===== config.mk =====
export PLATFORM = sky130hd
export DESIGN_NAME = btn_cmd_pulser
export DESIGN_NICKNAME = d
export VERILOG_FILES = /design/src/rtl/btn_cmd_pkg.sv /design/src/rtl/btn_debounce.sv /design/src/rtl/btn_cmd_pulser.sv
export SDC_FILE = /design/constraint.sdc
export NUM_CORES = 1
export LEC_CHECK = 0
export CORE_UTILIZATION = 40
export CTS_BUF_LIST = sky130_fd_sc_hd__clkbuf_8
export DETAILED_ROUTE_END_ITERATION = 16
export MAX_ROUTING_LAYER = met4
export PLACE_DENSITY = 0.6
export SLEW_MARGIN = 20
export SYNTH_ARGS = -nofsm -noshare
export SYNTH_HDL_FRONTEND = slang
export SYNTH_SLANG_ARGS = --single-unit

===== constraint.sdc =====
create_clock -name clk -period 1.4 [get_ports clk]
set_input_delay 0.28 -clock clk [delete_from_list [all_inputs] [get_ports clk]]
set_output_delay 0.28 -clock clk [all_outputs]
set_load 0.05 [all_outputs]

===== src/rtl/btn_cmd_pkg.sv =====
// btn_cmd_pkg: arbiter state type, channel indices and default timing constants for btn_cmd_pulser
package btn_cmd_pkg;
    typedef enum logic {ARB_IDLE, ARB_HOLD} arb_state_t;
    localparam int CH_C = 2;
    localparam int CH_S = 1;
    localparam int CH_V = 0;
    localparam int DEF_DEBOUNCE_CYCLES = 4;
    localparam int DEF_HOLDOFF = 2;
endpackage


===== src/rtl/btn_debounce.sv =====
// btn_debounce: btn (raw async level) -> 2-flop sync -> debounced stable level -> one-cycle rise on stable 0->1
module btn_debounce
    import btn_cmd_pkg::*;
#(
    parameter int DEBOUNCE_CYCLES = DEF_DEBOUNCE_CYCLES
) (
    input  logic clk,
    input  logic rst,
    input  logic btn,
    output logic rise
);
    localparam int CW = $clog2(DEBOUNCE_CYCLES + 1);
    localparam logic [CW-1:0] LAST = CW'(DEBOUNCE_CYCLES - 1);
    logic s1, sync, stable, stable_q;
    logic [CW-1:0] cnt;
    always_ff @(posedge clk) begin
        if (rst) begin
            s1       <= 1'b0;
            sync     <= 1'b0;
            stable   <= 1'b0;
            stable_q <= 1'b0;
            cnt      <= '0;
        end else begin
            s1       <= btn;
            sync     <= s1;
            stable_q <= stable;
            if (sync == stable)
                cnt <= '0;
            else if (cnt == LAST) begin
                stable <= sync;
                cnt    <= '0;
            end else
                cnt <= cnt + 1'b1;
        end
    end
    assign rise = stable & ~stable_q;
endmodule


===== src/rtl/btn_cmd_pulser.sv =====
// btn_cmd_pulser: btn_c/s/v raw levels -> debounced, priority-arbitrated (C>S>V) one-cycle C/S/V pulses with hold-off; busy/pending/drop report status
module btn_cmd_pulser
    import btn_cmd_pkg::*;
#(
    parameter int DEBOUNCE_CYCLES = DEF_DEBOUNCE_CYCLES,
    parameter int HOLDOFF = DEF_HOLDOFF
) (
    input  logic       clk,
    input  logic       rst,
    input  logic       btn_c,
    input  logic       btn_s,
    input  logic       btn_v,
    output logic       C,
    output logic       S,
    output logic       V,
    output logic       busy,
    output logic [2:0] pending,
    output logic       drop
);
    localparam int HW = (HOLDOFF > 0) ? $clog2(HOLDOFF + 1) : 1;
    localparam logic [HW-1:0] HOLD_INIT = HW'(HOLDOFF);
    logic [2:0] rise, issue;
    logic [HW-1:0] hcnt;
    arb_state_t state;
    btn_debounce #(.DEBOUNCE_CYCLES(DEBOUNCE_CYCLES)) u_c (.clk(clk), .rst(rst), .btn(btn_c), .rise(rise[CH_C]));
    btn_debounce #(.DEBOUNCE_CYCLES(DEBOUNCE_CYCLES)) u_s (.clk(clk), .rst(rst), .btn(btn_s), .rise(rise[CH_S]));
    btn_debounce #(.DEBOUNCE_CYCLES(DEBOUNCE_CYCLES)) u_v (.clk(clk), .rst(rst), .btn(btn_v), .rise(rise[CH_V]));
    always_comb
        issue = (state != ARB_IDLE) ? 3'b000 :
                pending[CH_C] ? 3'b1 << CH_C :
                pending[CH_S] ? 3'b1 << CH_S :
                pending[CH_V] ? 3'b1 << CH_V : 3'b000;
    always_ff @(posedge clk) begin
        if (rst) begin
            state   <= ARB_IDLE;
            hcnt    <= '0;
            pending <= '0;
            C       <= 1'b0;
            S       <= 1'b0;
            V       <= 1'b0;
            drop    <= 1'b0;
        end else begin
            // a rise in the same edge its bit is issued re-arms the bit
            pending <= (pending & ~issue) | rise;
            drop    <= |(rise & pending & ~issue);
            C       <= issue[CH_C];
            S       <= issue[CH_S];
            V       <= issue[CH_V];
            if (state == ARB_IDLE) begin
                if ((|issue) && HOLDOFF > 0) begin
                    state <= ARB_HOLD;
                    hcnt  <= HOLD_INIT;
                end
            end else begin
                hcnt <= hcnt - 1'b1;
                if (hcnt == HW'(1))
                    state <= ARB_IDLE;
            end
        end
    end
    assign busy = (state == ARB_HOLD) | (|pending);
endmodule


==> impl_metrics.env <==
export IMPL_status="finished, final reports clean"
export IMPL_combPwrFrac_pct=2.9
export IMPL_drive_gt1_share_pct=20.5
export IMPL_ys_warn_count=0
export IMPL_vias_per_cell=4.55
export IMPL_cts_root_buffer="clkbuf_8"
export IMPL_power_uw=1560
export IMPL_overflow=0
export IMPL_min_from="u_v.cnt[0]"
export IMPL_htreeDepth=2
export IMPL_hold_violations=0
export IMPL_grt_pass1_vias=658
export IMPL_rsz0062_at_grt="yes"
export IMPL_required_ns=1.12
export IMPL_crit_arrival_ns=1.11
export IMPL_finalMaxSlewViolations=0
export IMPL_final_area_sq_mm=0.00144
export IMPL_timing_final_crit_share_pct=99.0
export IMPL_reg2reg_slack_ns=0.09
export IMPL_core_area_sq_mm=0.00252
export IMPL_pin_count=13
export IMPL_p_seq_share_pct=57.4
export IMPL_p_int_uw=1250
export IMPL_switching_share_pct=19.9
export IMPL_vias=715
export IMPL_end_kind="output pin"
export IMPL_routed_wl_mm=1.59
export IMPL_max_slew_margin_pct=73.8
export IMPL_synth_seq_cells=31
export IMPL_hold_end="u_v.cnt[0]"
export IMPL_drc=0
export IMPL_crit_fanout=4
export IMPL_die_h_um=54.2
export IMPL_grt_max_degree=11
export IMPL_syn_inst=103
export IMPL_postCtsHoldBufs=0
export IMPL_utilization_pct=57.2
export IMPL_port_buffers=12
export IMPL_synth_yosys_seq_area_share_pct=57.0
export IMPL_synthTopCellsByArea="dfxtp_1 57%, ha_1 8.0%, nor2b_1 5.2%, nor2_1 4.8%, mux2i_1 3.7%"
export IMPL_antenna_found_initial=0
export IMPL_p_switching_uw=311
export IMPL_start_util_pct=43.2
export IMPL_grt_pass1_wl_mm=2.70
export IMPL_numCtsBuffers=5
export IMPL_rows=18
export IMPL_place_congestion=0.663
export IMPL_cts_tree="built"
export IMPL_die_area_sq_mm=0.00293
export IMPL_leakagePower_uw=0.000584
export IMPL_power_share_clock_pct=39.8
export IMPL_clkTransAtPathRegs_ns=0.06
export IMPL_syn_to_final_growth_pct=32.6
export IMPL_cts_buffer_depth=2
export IMPL_fmax_ghz=0.722
export IMPL_diodes=0
export IMPL_syn_area_per_cell_sq_um=10.6
export IMPL_whs_ns=0.426
export IMPL_die_x_um=54.2
export IMPL_numClockSinks=31
export IMPL_antenna_left=0
export IMPL_min_path_type="reg2reg"
export IMPL_clk_latency_ns=0.27
export IMPL_synthesis_area_sq_mm=0.00109
export IMPL_cap_violations=0
export IMPL_placed_area_sq_mm=0.00135
export IMPL_grt_use_total_pct=14.1
export IMPL_dr_pass1_iters=4
export IMPL_synth_top_cell_by_area="dfxtp_1"
export IMPL_tightestPinTransition_ns=0.392
export IMPL_finalSetupViolations=0
export IMPL_yosysUniqueCellTypes=22
export IMPL_period_needed_ns=1.39
export IMPL_synth_top_cell_area_share_pct=57.0
export IMPL_critPathKind="reg2out"
export IMPL_critPathLaunch="pending[1]"
export IMPL_syn_nets=115
export IMPL_power_density_mw_per_mm2=1080
export IMPL_hold_depth=1
export IMPL_r2r_cells=4
export IMPL_drt_iter0_markers=4
export IMPL_startpoint_type="flop"
export IMPL_timing_rr_end="u_c.cnt[0]"
export IMPL_peakVddDrop_v=0.000969
export IMPL_reg2reg_from="u_c.cnt[0]"
export IMPL_nets=138
export IMPL_skew_ns=0.00591
export IMPL_wire_per_inst_um=10.1
export IMPL_place_hpwl_mm=1.24
-- through the flow --
stage / TNS [ns] / cells / setup slack, ns
after floorplan: 0 / 103 / 0.0331
after global placement: -1.08 / 148 / -0.104
after detailed placement: -1.16 / 148 / -0.124
after CTS: -0.00159 / 157 / -0.00159
after global routing: -0.0625 / 157 / -0.0625
final: 0 / 157 / 0.0143
-- cells in the mapped netlist, drive strengths merged --
cell,instances
o21ai,1
nor4,1
inv,9
and2,1
ha,7
nor2b,9
xnor2,3
nand2,2
buf,3
nand2b,3
dfxtp,31
or3,4
mux2i,4
a221oi,1
a211oi,1
a21oi,3
nor4b,1
o31ai,1
nor3b,1
nor2,14
nor3,3
-- sequential cells by signal, summed over array words and instances (netlist names), 2 cells and up --
name     flops
hcnt         2
pending      3
u_c.cnt      3
u_s.cnt      3
u_v.cnt      3
-- worst max-delay path, cell delays in order (launching register included) --
cell and delay [ns]:
dfxtp_2 0.35, nor4_4 0.28, inv_2 0.05, buf_6 0.15
-- power by group through the flow --
stage	clock network [uW]	registers [uW]	logic, uW
6_report	621	896	44.6
5_1_grt	703	896	49.9
4_1_cts	647	895	45.2
3_5_place_dp	0	917	45.1
3_3_place_gp	0	916	44.1
2_1_floorplan	0	916	21.4
-- area by class of cell --
type                            count  area (sq um)
Fill cell                         234          1080
Sequential cell                    31           626
Multi-Input combinational cell     60           422
Timing Repair Buffer               19           244
Clock buffer                        5          68.8
Tap cell                           30          37.5
Inverter                            9          33.8
Clock inverter                      3          12.5
-- timing repair --
| action | CTS | global route |
|---|---|---|
| buffers inserted | 1 | 0 |
| pin swaps | 1 | 0 |
| endpoints found under the hold margin | 0 | 0 |
| resized for setup | 3 | 0 |
| endpoints found under the setup margin | 1 | 1 |
-- cells in the final DEF (no fill, tap or decap) --
cell type	n
dfxtp_1	29
nor2_1	14
inv_1	10
nor2b_1	9
ha_1	7
buf_12	7
buf_4	7
clkbuf_8	5
mux2i_1	4
or3_1	4
clkdlybuf4s50_1	4
xnor2_1	3
nand2b_1	3
a21oi_1	3
nor3_1	3
nand2_1	2
nor4_4	1
inv_2	1
o31ai_2	1
o21ai_0	1
and2_1	1
nor4b_1	1
nor3b_1	1
a221oi_1	1
a211oi_1	1
clkinv_2	1
dfxtp_2	1
dfxtp_4	1
buf_6	1
-- cell families after synthesis --
family | count (synthesis) | share of synthesized area [%]
mux | 4 | 3.68
fa+ha+maj | 7 | 8.05
xor+xnor | 3 | 2.41
buf+inv | 12 | 5.06
simple gates | 39 | 19.3
compound gates | 7 | 4.48
flops | 31 | 57.0
-- worst max-delay path by stage --
stage,endpoint,cells past startpoint,slack (ns)
final,busy,3,0.01
after global routing,busy,3,-0.06
after CTS,busy,3,-0.002
after detailed placement,u_c.cnt[0],4,-0.12
after global placement,u_s.cnt[1],4,-0.10
after floorplan,busy,2,0.03
-- per-layer routing --
layer  GRT usage, %  vias up  share of wire (%)
li1               -      381                  -
met1           15.9      320                 48
met2           20.3       12                 45
met3           8.47        2                5.2
met4           5.13        0                1.1
met5              -        -                  0
No activity file was read; power rests on OpenSTA's default activity.
==> RTL edit 1 (same flow settings) <==
The package constant `DEF_HOLDOFF` goes from 2 to 1.
--- a/src/rtl/btn_cmd_pkg.sv
+++ b/src/rtl/btn_cmd_pkg.sv
@@ -5,6 +5,6 @@
     localparam int CH_S = 1;
     localparam int CH_V = 0;
     localparam int DEF_DEBOUNCE_CYCLES = 4;
-    localparam int DEF_HOLDOFF = 2;
+    localparam int DEF_HOLDOFF = 1;
 endpackage
 
Behaviour: not the same (a bounded check fails within 10 cycles, from zero or initial values and one cycle with rst high).
==> RTL edit 1 against the original RTL <==
Synthesized area down 6.0%. Cell area is 2.8% lower. Highest routed layer unchanged. Core utilization grew 3.3 points. Routed wire length down 8.7%. Power rose by 1.9%. Sequential cell count is 1 lower. Worst setup slack got worse by 0.27 ns. Critical path type unchanged. Global-route usage fell by 0.77 points. The flow now finishes with violations (negative setup slack).
==> RTL edit 1: results (changes against the original RTL) <==
{
  "grt": {
    "grt_first_pass_wirelength": {"value": 2.35, "unit": "mm", "change": "-13%"},
    "grtUsageMet3": {"value": 7.83, "unit": "%", "change": "-0.65 points"},
    "grt.met2_usage": {"value": 18.4, "unit": "%", "change": "-2.0 points"},
    "use_met1": {"value": 13.6, "unit": "%", "change": "-2.3 points"},
    "first_global_vias": {"value": 596, "change": "-9.4%"}
  },
  "clocking": {
    "post_cts.repair.setup_buffers": {"value": 0, "change": "-1"},
    "cts_resized": {"value": 1, "change": "-2"}
  },
  "timing": {
    "skew": {"value": 0.00547, "unit": "ns", "change": "-0.000439 ns"},
    "timing.max_slew.rel_slack": {"value": 85.7, "unit": "%", "change": "+12 points"},
    "setup_viol": {"value": 1, "change": "+1"},
    "post-route-worst-setup-slack": {"value": -0.253, "unit": "ns", "change": "-0.267 ns"}
  },
  "outcome": {
    "run_status": "complete, but fails checks",
    "failed_checks": "negative setup slack"
  },
  "yosys": {
    "synth_top_cells_by_count": "30 x sky130_fd_sc_hd__dfxtp_1, 14 x sky130_fd_sc_hd__nor2_1, 9 x sky130_fd_sc_hd__nor2b_1",
    "synth_sequential_area_ratio": {"value": 58.7, "unit": "%", "change": "+1.7 points"},
    "cells_after_synth": {"value": 98, "change": "-4.9%"},
    "synth_cell_type_count": {"value": 19, "change": "-14%"},
    "synth_area_leaders": "sky130_fd_sc_hd__dfxtp_1 59%, sky130_fd_sc_hd__ha_1 7.3%, sky130_fd_sc_hd__nor2b_1 5.5%, sky130_fd_sc_hd__nor2_1 5.1%, sky130_fd_sc_hd__nand2b_1 3.1%"
  },
  "route": {
    "detail_route.first_pass.iterations": {"value": 2, "change": "-2"},
    "totalWireLength": {"value": 1.45, "unit": "mm", "change": "-8.7%"},
    "detail_route.iter0.violations": {"value": 3, "change": "-1"}
  },
  "final_layout": {
    "num-nets-final": {"value": 134, "change": "-2.9%"},
    "post_layout_nonfiller_instances": {"value": 152, "change": "-3.2%"},
    "final_layout_size_suffix_gt1_share": {"value": 21.8, "unit": "%", "change": "+1.3 points"}
  },
  "placed_design": {
    "detailed_place.area": {"value": 1310, "unit": "um^2", "change": "-2.9%"},
    "numPlacedInstances": {"value": 144, "change": "-2.7%"},
    "post-dp-hpwl": {"value": 1.06, "unit": "mm", "change": "-14%"}
  },
  "power_and_ir_drop": {
    "p_leak": {"value": 0.000563, "unit": "uW", "change": "-3.7%"},
    "max-vdd-ir-drop": {"value": 696, "unit": "uV", "change": "-28%"}
  }
}
## RTL edit 1: critical path, cell delays in order (launching register included)
cell and delay [ns]:
sky130_fd_sc_hd__dfxtp_4 0.34, sky130_fd_sc_hd__or3_4 0.36, sky130_fd_sc_hd__or2_4 0.25, sky130_fd_sc_hd__buf_6 0.15
## RTL edit 1: cells by family after synthesis
kind of cell	after synthesis	share of synthesized area, %
fa+ha+maj	6	7.33
flops	30	58.7
buf+inv	8	2.93
compound gates	6	3.18
xor+xnor	3	2.57
mux	3	2.93
simple gates	42	22.4
## RTL edit 1: final timing paths
kind	startpoint	end	slack (ns)
setup reg to reg	pending[2]	drop	0.03
setup / recovery	pending[2]	busy	-0.25
hold reg to reg	u_v.cnt[0]	u_v.cnt[0]	0.42
hold / removal	u_v.cnt[0]	u_v.cnt[0]	0.42
## RTL edit 1: routing by layer
| metal | part of all wire (%) | vias up |
|---|---|---|
| met5 | 0 | - |
| met4 | 3.3 | 0 |
| met3 | 5.5 | 4 |
| met2 | 42 | 16 |
| met1 | 49 | 292 |
| li1 | - | 365 |
## RTL edit 1: report_power, final
| part | internal, uW | total, uW | switching [uW] |
|---|---|---|---|
| logic | 25.1 | 41.4 | 16.3 |
| registers | 861 | 865 | 4.47 |
| clock network | 388 | 684 | 297 |
| total | 1270 | 1590 | 317 |
## RTL edit 1: through the flow
stage	setup TNS, ns	hold WS [ns]
final	-0.253	0.420
after global routing	-0.281	0.433
after CTS	-0.266	0.423
after detailed placement	-0.991	0.414
after global placement	-0.711	0.407
after floorplan	0	0.359
## RTL edit 1: area by class of cell
cell class	count	share of cell area, %
inverter	6	1.60
timing repair buffer	20	17.9
sequential	30	43.3
clock buffer	6	5.88
clock inverter	2	0.624
tap	28	2.50
multi-input combinational	60	28.2
==> RTL edit 2 (config.mk and constraints unchanged) <==
Made on the original files. Remove the register `S`: a continuous assignment takes its place, so the output `S` follows one clock earlier. Comments in the files are not updated.
--- a/src/rtl/btn_cmd_pulser.sv
+++ b/src/rtl/btn_cmd_pulser.sv
@@ -36,7 +36,6 @@
             hcnt    <= '0;
             pending <= '0;
             C       <= 1'b0;
-            S       <= 1'b0;
             V       <= 1'b0;
             drop    <= 1'b0;
         end else begin
@@ -44,7 +43,6 @@
             pending <= (pending & ~issue) | rise;
             drop    <= |(rise & pending & ~issue);
             C       <= issue[CH_C];
-            S       <= issue[CH_S];
             V       <= issue[CH_V];
             if (state == ARB_IDLE) begin
                 if ((|issue) && HOLDOFF > 0) begin
@@ -58,6 +56,8 @@
             end
         end
     end
+
+    assign S = issue[CH_S];
     assign busy = (state == ARB_HOLD) | (|pending);
 endmodule
 
Formal check against the unedited RTL: not equivalent (a bounded check fails within 10 cycles, from zero or initial values and one cycle with rst high).
==> RTL edit 2 against the original RTL <==
The run now ends with negative setup slack left. Cell area increased by 7.8%. Power increased by 14%. Die area up 2.3%. First-iteration DRC count up 130%. Non-clock buffer count up 5. Worst setup slack worse by 0.054 ns. Sequential cell count fell by 1. Routed wire length up 6.0%. Synthesized area is 2.4% higher. Critical path type unchanged.
==> RTL edit 2: results (changes against the original RTL) <==
{
  "route": {
    "drt-wirelength-per-cell": {"value": 10.3, "unit": "um", "change": "+2.1%"},
    "detailed_route_wire_length_on_metal_1": {"value": 717, "unit": "um", "change": "-7.0%"},
    "vias": {"value": 768, "change": "+7.4%"},
    "route.detailed.vias_per_inst": {"value": 4.71, "change": "+3.5%"},
    "met2_wirelength": {"value": 823, "unit": "um", "change": "+14%"},
    "detail_route.iter0.violations": {"value": 9, "change": "+5"},
    "detailed_routed_wire_length_on_met3": {"value": 118, "unit": "um", "change": "+44%"}
  },
  "placed_design": {
    "numPlacedInstances": {"value": 149, "change": "+0.68%"},
    "post-dp-hpwl": {"value": 1.17, "unit": "mm", "change": "-5.1%"},
    "place_worst_setup_slack": {"value": -0.0435, "unit": "ns", "change": "+0.0803 ns"},
    "place_congestion": {"value": 0.730, "change": "+10%"}
  },
  "grt": {
    "first_global_vias": {"value": 682, "change": "+3.6%"},
    "grtUsageMet3": {"value": 9.17, "unit": "%", "change": "+0.69 points"},
    "grt_first_pass_wirelength": {"value": 2.91, "unit": "mm", "change": "+7.9%"},
    "grt.met2_usage": {"value": 22.3, "unit": "%", "change": "+2.0 points"},
    "globalRouteTotalUtil": {"value": 15.3, "unit": "%", "change": "+1.2 points"}
  },
  "final_layout": {
    "final_layout_size_suffix_gt1_share": {"value": 33.1, "unit": "%", "change": "+13 points"}
  },
  "yosys": {
    "synth_net_count": {"value": 117, "change": "+1.7%"},
    "synth_sequential_area_ratio": {"value": 53.9, "unit": "%", "change": "-3.1 points"},
    "synth_cell_type_count": {"value": 28, "change": "+27%"},
    "synth_area_leaders": "sky130_fd_sc_hd__dfxtp_1 54%, sky130_fd_sc_hd__ha_1 7.9%, sky130_fd_sc_hd__nor2b_1 5.1%, sky130_fd_sc_hd__inv_1 3.7%, sky130_fd_sc_hd__mux2i_1 3.6%",
    "cells_after_synth": {"value": 105, "change": "+1.9%"},
    "netlist.area_leader.share": {"value": 53.9, "unit": "%", "change": "-3.1 points"}
  },
  "setup_path": {
    "critPathArrivalTime": {"value": 1.16, "unit": "ns", "change": "+0.05 ns"},
    "timing.critical_path.fanout_max": {"value": 2, "change": "-2"}
  },
  "timing": {
    "fin_tns_setup": {"value": -0.0397, "unit": "ns", "change": "-0.0397 ns"},
    "timing.max_slew.rel_slack": {"value": 84.6, "unit": "%", "change": "+11 points"},
    "post-route-worst-setup-slack": {"value": -0.0397, "unit": "ns", "change": "-0.0541 ns"},
    "skew": {"value": 0.00560, "unit": "ns", "change": "-0.000301 ns"},
    "setup_viol": {"value": 1, "change": "+1"}
  },
  "clocking": {
    "cts_resized": {"value": 6, "change": "+3"},
    "post_cts.repair.setup_buffers": {"value": 6, "change": "+5"}
  },
  "outcome": {
    "failed_checks": "negative setup slack",
    "run_status": "complete, but fails checks"
  }
}
## RTL edit 2: changes by cell type after synthesis, sizes merged, moves of 2 or more
cell,delta
nand2b,-2
o22ai,+2
buf,-2
clkbuf,+2
nor3,-3
or2b,+2
inv,+2
## RTL edit 2: path summary, 6_finish.rpt
check	from	to	slack (ns)	cells past startpoint
worst max-delay path	pending[1]	busy	-0.04	3
worst min-delay path	u_s.cnt[0]	u_s.cnt[0]	0.42	1
worst max register to register	u_s.cnt[0]	u_s.cnt[1]	0.11	4
worst min register to register	u_s.cnt[0]	u_s.cnt[0]	0.42	1
## RTL edit 2: worst max-delay path, stage by stage (launching register included)
cell,delay (ns)
sky130_fd_sc_hd__dfxtp_4,0.35
sky130_fd_sc_hd__nor4_4,0.29
sky130_fd_sc_hd__inv_1,0.08
sky130_fd_sc_hd__buf_6,0.16
## RTL edit 2: layout make-up
type / instances / area (um^2)
Clock buffer: 6 / 82.6
Clock inverter: 1 / 30.0
Fill cell: 205 / 988
Inverter: 11 / 41.3
Multi-Input combinational cell: 61 / 470
Sequential cell: 30 / 613
Tap cell: 30 / 37.5
Timing Repair Buffer: 24 / 282
## RTL edit 2: through the flow
step | hold slack [ns] | area, um^2
final | 0.422 | 1560
after global routing | 0.454 | 1560
after CTS | 0.430 | 1540
after detailed placement | 0.421 | 1370
after global placement | 0.406 | 1370
after floorplan | 0.399 | 1120
## RTL edit 2: kinds of logic after synthesis
logic type	count (synthesis)	share of synthesized area (%)
DFF	30	53.9
and+or+nand+nor	38	22.3
AOI/OAI and AO/OA	9	5.16
adders and majority gates	7	7.86
buffers and inverters	14	4.83
xor gates and xnor gates	3	2.36
muxes	4	3.59
## RTL edit 2: report_power, final
part	internal [uW]	switching, uW
Combinational	30.0	19.8
Sequential	859	4.50
Clock	568	299
Total	1460	323
